--- src/rtl/mem_port_arbiter.sv ---
// Two-port arbiter in front of a single-ported, fixed-latency main memory.
// Port 0 is the multi-cycle core, port 1 a DMA/debug master. One transaction
// is in flight at a time; grants alternate round-robin when both ports ask.
module mem_port_arbiter #(
    parameter int RD_LATENCY = 3,
    parameter int AW         = 32,
    parameter int DW         = 32
) (
    input  logic          clk,
    input  logic          reset,

    input  logic          m0_req,
    input  logic          m0_we,
    input  logic [AW-1:0] m0_addr,
    input  logic [DW-1:0] m0_wdata,
    output logic          m0_gnt,
    output logic          m0_done,
    output logic [DW-1:0] m0_rdata,

    input  logic          m1_req,
    input  logic          m1_we,
    input  logic [AW-1:0] m1_addr,
    input  logic [DW-1:0] m1_wdata,
    output logic          m1_gnt,
    output logic          m1_done,
    output logic [DW-1:0] m1_rdata,

    output logic [AW-1:0] mem_addr,
    output logic [DW-1:0] mem_write_data,
    output logic          mem_read,
    output logic          mem_write,
    input  logic [DW-1:0] mem_read_data
);

    // Read-wait counter is at least 2 bits wide so small latencies still fit.
    localparam int CNT_W = ($clog2(RD_LATENCY) < 2) ? 2 : $clog2(RD_LATENCY);
    localparam logic [CNT_W-1:0] CNT_LOAD = CNT_W'(RD_LATENCY - 1);

    typedef enum logic [2:0] {
        IDLE,
        RD_WAIT,
        RD_DONE,
        WR,
        WR_REC
    } state_t;

    state_t           state;
    state_t           state_next;
    logic [CNT_W-1:0] cnt;
    logic             owner;       // port that owns the transaction in flight
    logic             last_owner;  // port granted most recently
    logic             any_req;
    logic             winner;
    logic             win_we;
    logic             grant;

    // Round-robin winner: a lone requester wins, otherwise the port not served last.
    always_comb begin
        any_req = m0_req | m1_req;
        if (m0_req && m1_req) begin
            winner = ~last_owner;
        end else begin
            winner = m1_req;
        end
        win_we = winner ? m1_we : m0_we;
        // No grant can be issued while reset is being applied.
        grant  = (state == IDLE) && any_req && !reset;
    end

    // Next-state decode, memory strobes, grant and completion pulses.
    always_comb begin
        state_next = state;
        mem_read   = 1'b0;
        mem_write  = 1'b0;
        m0_done    = 1'b0;
        m1_done    = 1'b0;
        m0_gnt     = grant && !winner;
        m1_gnt     = grant && winner;
        case (state)
            IDLE: begin
                if (grant) begin
                    state_next = win_we ? WR : RD_WAIT;
                end
            end
            RD_WAIT: begin
                mem_read = 1'b1;
                if (cnt == '0) begin
                    state_next = RD_DONE;
                end
            end
            RD_DONE: begin
                // A reset landing on the completion cycle discards the transaction.
                m0_done    = !reset && !owner;
                m1_done    = !reset && owner;
                state_next = IDLE;
            end
            WR: begin
                mem_write  = 1'b1;
                state_next = WR_REC;
            end
            WR_REC: begin
                m0_done    = !reset && !owner;
                m1_done    = !reset && owner;
                state_next = IDLE;
            end
            default: begin
                state_next = IDLE;
            end
        endcase
    end

    // State register.
    always_ff @(posedge clk) begin
        if (reset) begin
            state <= IDLE;
        end else begin
            state <= state_next;
        end
    end

    // Ownership tracking and read-latency counter.
    always_ff @(posedge clk) begin
        if (reset) begin
            cnt        <= '0;
            owner      <= 1'b0;
            last_owner <= 1'b1;   // so port 0 wins the first contested grant
        end else if (grant) begin
            cnt        <= CNT_LOAD;
            owner      <= winner;
            last_owner <= winner;
        end else if (state == RD_WAIT && cnt != '0) begin
            cnt        <= cnt - CNT_W'(1);
        end
    end

    // Memory address/data latch on grant; read data captured on the last wait cycle.
    always_ff @(posedge clk) begin
        if (reset) begin
            mem_addr       <= '0;
            mem_write_data <= '0;
            m0_rdata       <= '0;
            m1_rdata       <= '0;
        end else begin
            if (grant) begin
                mem_addr       <= winner ? m1_addr  : m0_addr;
                mem_write_data <= winner ? m1_wdata : m0_wdata;
            end
            if (state == RD_WAIT && cnt == '0) begin
                if (owner) begin
                    m1_rdata <= mem_read_data;
                end else begin
                    m0_rdata <= mem_read_data;
                end
            end
        end
    end

endmodule
--- config.mk ---
export PLATFORM = sky130hd
export DESIGN_NAME = mem_port_arbiter
export DESIGN_NICKNAME = d
export VERILOG_FILES = /design/src/rtl/mem_port_arbiter.sv
export SDC_FILE = /design/constraint.sdc
export NUM_CORES = 1
export LEC_CHECK = 0
export ABC_AREA = 1
export CORE_UTILIZATION = 41
export DETAILED_ROUTE_END_ITERATION = 10
export PLACE_DENSITY = 0.78
export SLEW_MARGIN = 10
export SYNTH_ARGS = -nofsm -noshare
export SYNTH_HDL_FRONTEND = slang
export SYNTH_SLANG_ARGS = --single-unit
--- constraint.sdc ---
create_clock -name clk -period 2 [get_ports clk]
set_clock_uncertainty 0.15 [all_clocks]
set_input_delay 0.5 -clock clk [delete_from_list [all_inputs] [get_ports clk]]
set_output_delay 0.5 -clock clk [all_outputs]
set_load 0.005 [all_outputs]
==> metrics <==
Syn Std Cell Area=6161 sq um; P&R area growth vs syn=60.78%; detailed-route via count=6,607; PortBufs=299; Vias/cell=4.604; Design Power=8.430 mW; failing checks=setup timing; status=finished, violations left; Distinct cells, synth=23; Antenna Cells=0; Sw Ratio=0.2619; Die Y=124.6 um; CP startpoint kind=flip-flop; NumNets Final=1,406; gr ovfl total=0; CP Capture Type=output port; RD Place Congestion=0.8259; Slew @ Worst Pin=710.4 ps; final worst slack=-17.79 ps; CTS Root Cell=clkbuf_16; Clk pwr share=0.405; max_slew headroom=0.5264; io pins=300; setup TNS=-21.88 ps; Max Fclk=0.4956 GHz; number of fill cells in the layout=1,292; global-route wire length before repair=30.68 mm; CTS tree=yes; CP max stage delay=330 ps; Synth Net Count=1,126; placed cells=1,402; Pwr Density=851.0 nW/um^2; Seq cells post-synth=135; R2R cell count=6; Cells after Synth=959; RSZ-0062 raised after global routing=yes; largest net degree at the start of global routing=68; core area=14,590 sq um; Worst Hold Depth=2; Finished Cell Area=9906 sq um; clk slew on worst S/H paths=50 ps; number of global-route vias before repair=6,262; Final ANT Viol Nets=0; sequential share of the synthesized area=0.4387; cts hold-fix bufs=0; CP arrival=1370 ps; Die X-Extent=124.6 um; period utilization=1.009; register share of total power=0.364; Detailed Place HPWL=13.46 mm; htree depth=4; Post-synth EDFFs=0; Main synth FF type=dfxtp_1; die area=15,520 sq um; DP Area=9229 sq um; share of layout cells above drive strength 1=0.06715; asr flop ratio synth=0; post-route DRC violation count=0; setup violators final=2; Initial Util=0.4223; worst-path fanout max=3; number of antenna violations at the first check in global routing=0; Initial DRT Pass Iterations=4; WP data required=1350 ps; Cell Chain, Critical Path=buf_6 -> nand2_2 -> nand3b_1 -> nor3_2 -> buf_2; initial drt markers=407; Net Switching=2.208 mW; Avg WL per Cell=13.46 um; Crit-path slowest cell=dfxtp_2; Sink Count=135; P_int=6.222 mW; MaxCap Viol Count=0; Tmin final=2018 ps; combinational fraction of design power=0.231; VDD IR max=0.0006510 V; final hold vios=0; Hold Path Class=flip-flop to flip-flop; Clock Path Buffers=2; Leak=4.543 nW; Slew Viols, Final=0; YS warnings=0; Layout Cells excl Fill=1,435; GRT Util Overall=0.2484; final wirelength=19.31 mm; Worst Path Class, Setup=flip-flop to output port; Row Count=44; Worst-Skew Late Latency=410 ps; average size of a mapped cell=6.424 sq um; number of CTS-inserted buffers=17
cells by family (layout without fill, tap and decap cells):
logic type | Yosys count | count (layout) | share of synthesized area
AO/OA/AOI/OAI | 69 | 69 | 0.05625
buffers and inverters | 142 | 434 | 0.1062
adder cells (fa/ha/maj) | 1 | 1 | 0.002031
flip-flops | 135 | 135 | 0.4387
AND/OR/NAND/NOR | 612 | 612 | 0.3968
sequential cells by signal (all words and copies together) (netlist names):
| register | count |
|---|---|
| cnt | 2 |
| owner | 1 |
| mem_addr | 32 |
| mem_write_data | 32 |
| m0_rdata | 32 |
| state | 3 |
| m1_rdata | 32 |
| last_owner | 1 |
per-stage QoR:
stage	util	setup WS (ps)	hold slack (ps)
5_1_grt	0.6790	-101.5	329.9
6_report	0.6790	-17.79	312.9
2_1_floorplan	-	123.9	292.3
3_5_place_dp	0.6326	-646.4	305.2
3_3_place_gp	0.6326	-617.2	301.2
4_1_cts	0.6774	-55.63	313.8
critical path: cells and delay by family, from the launching register on:
family	cells	cell delay, ps
flops	1	330
buf+inv	2	270
simple gates	3	350
cells in the final DEF (no fill, tap or decap), types with 3 or more instances in the layout:
cell type and instances:
dfxtp_1 132, nand2_1 394, inv_1 77, clkinvlp_4 3, bufinv_16 5, buf_4 19
nand2_2 5, a21oi_1 67, nor2_1 131, nand3_2 3, clkbuf_16 17, clkdlybuf4s50_1 286
dfxtp_2 3, nand3_1 68, dlygate4sd2_1 4, buf_2 7, inv_2 3, buf_6 4
power groups by stage:
stage | Combinational (mW) | Sequential, mW | Clock [mW]
2_1_floorplan | 0.908 | 3.14 | 0
3_3_place_gp | 1.92 | 3.11 | 0
3_5_place_dp | 1.93 | 3.12 | 0
4_1_cts | 1.95 | 3.07 | 3.47
5_1_grt | 2.17 | 3.09 | 3.61
6_report | 1.95 | 3.06 | 3.42
final cells by class:
cell class / count / area (sq um) / share of cell area
timing repair buffer: 323 / 3173 / 0.3203
multi-input combinational: 682 / 2843 / 0.2870
sequential: 135 / 2706 / 0.2732
clock buffer: 19 / 452.9 / 0.04572
inverter: 80 / 300.3 / 0.03031
tap: 184 / 230.2 / 0.02324
clock inverter: 12 / 200.2 / 0.02021
synth_stat cells, drive strengths merged, types with 2 or more instances:
cell    count  share of area
a21oi      67          0.054
buf        40          0.044
clkbuf     22          0.013
dfxtp     135           0.44
inv        80          0.049
nand2     399           0.24
nand3      71          0.060
nand4       2         0.0030
nor2      134          0.083
nor3        4         0.0051
timing repair:
| action | in CTS | in global routing |
|---|---|---|
| pin swaps | 5 | 6 |
| gates resized for setup | 38 | 7 |
| endpoints found under the setup margin | 10 | 12 |
| setup buffers | 2 | 0 |
| gates cloned | 0 | 0 |
final timing paths:
kind | start | to | slack (ps)
hold / removal | mem_write_data[4] | mem_write_data[4] | 310
hold reg to reg | mem_write_data[4] | mem_write_data[4] | 310
setup / recovery | state[1] | m0_done | -20
setup reg to reg | state[2] | mem_addr[11] | 150
layer usage:
metal  track usage  vias up  part of all wire  wire (um)
met3       0.08119       37             0.079       1517
met1        0.2761     2866              0.41       7858
met4        0.1269        0             0.032        622
li1              -     3474                 -          -
met5             0        -                 0          0
met2        0.4222      230              0.48       9316
(Power assumes the default switching activity.)
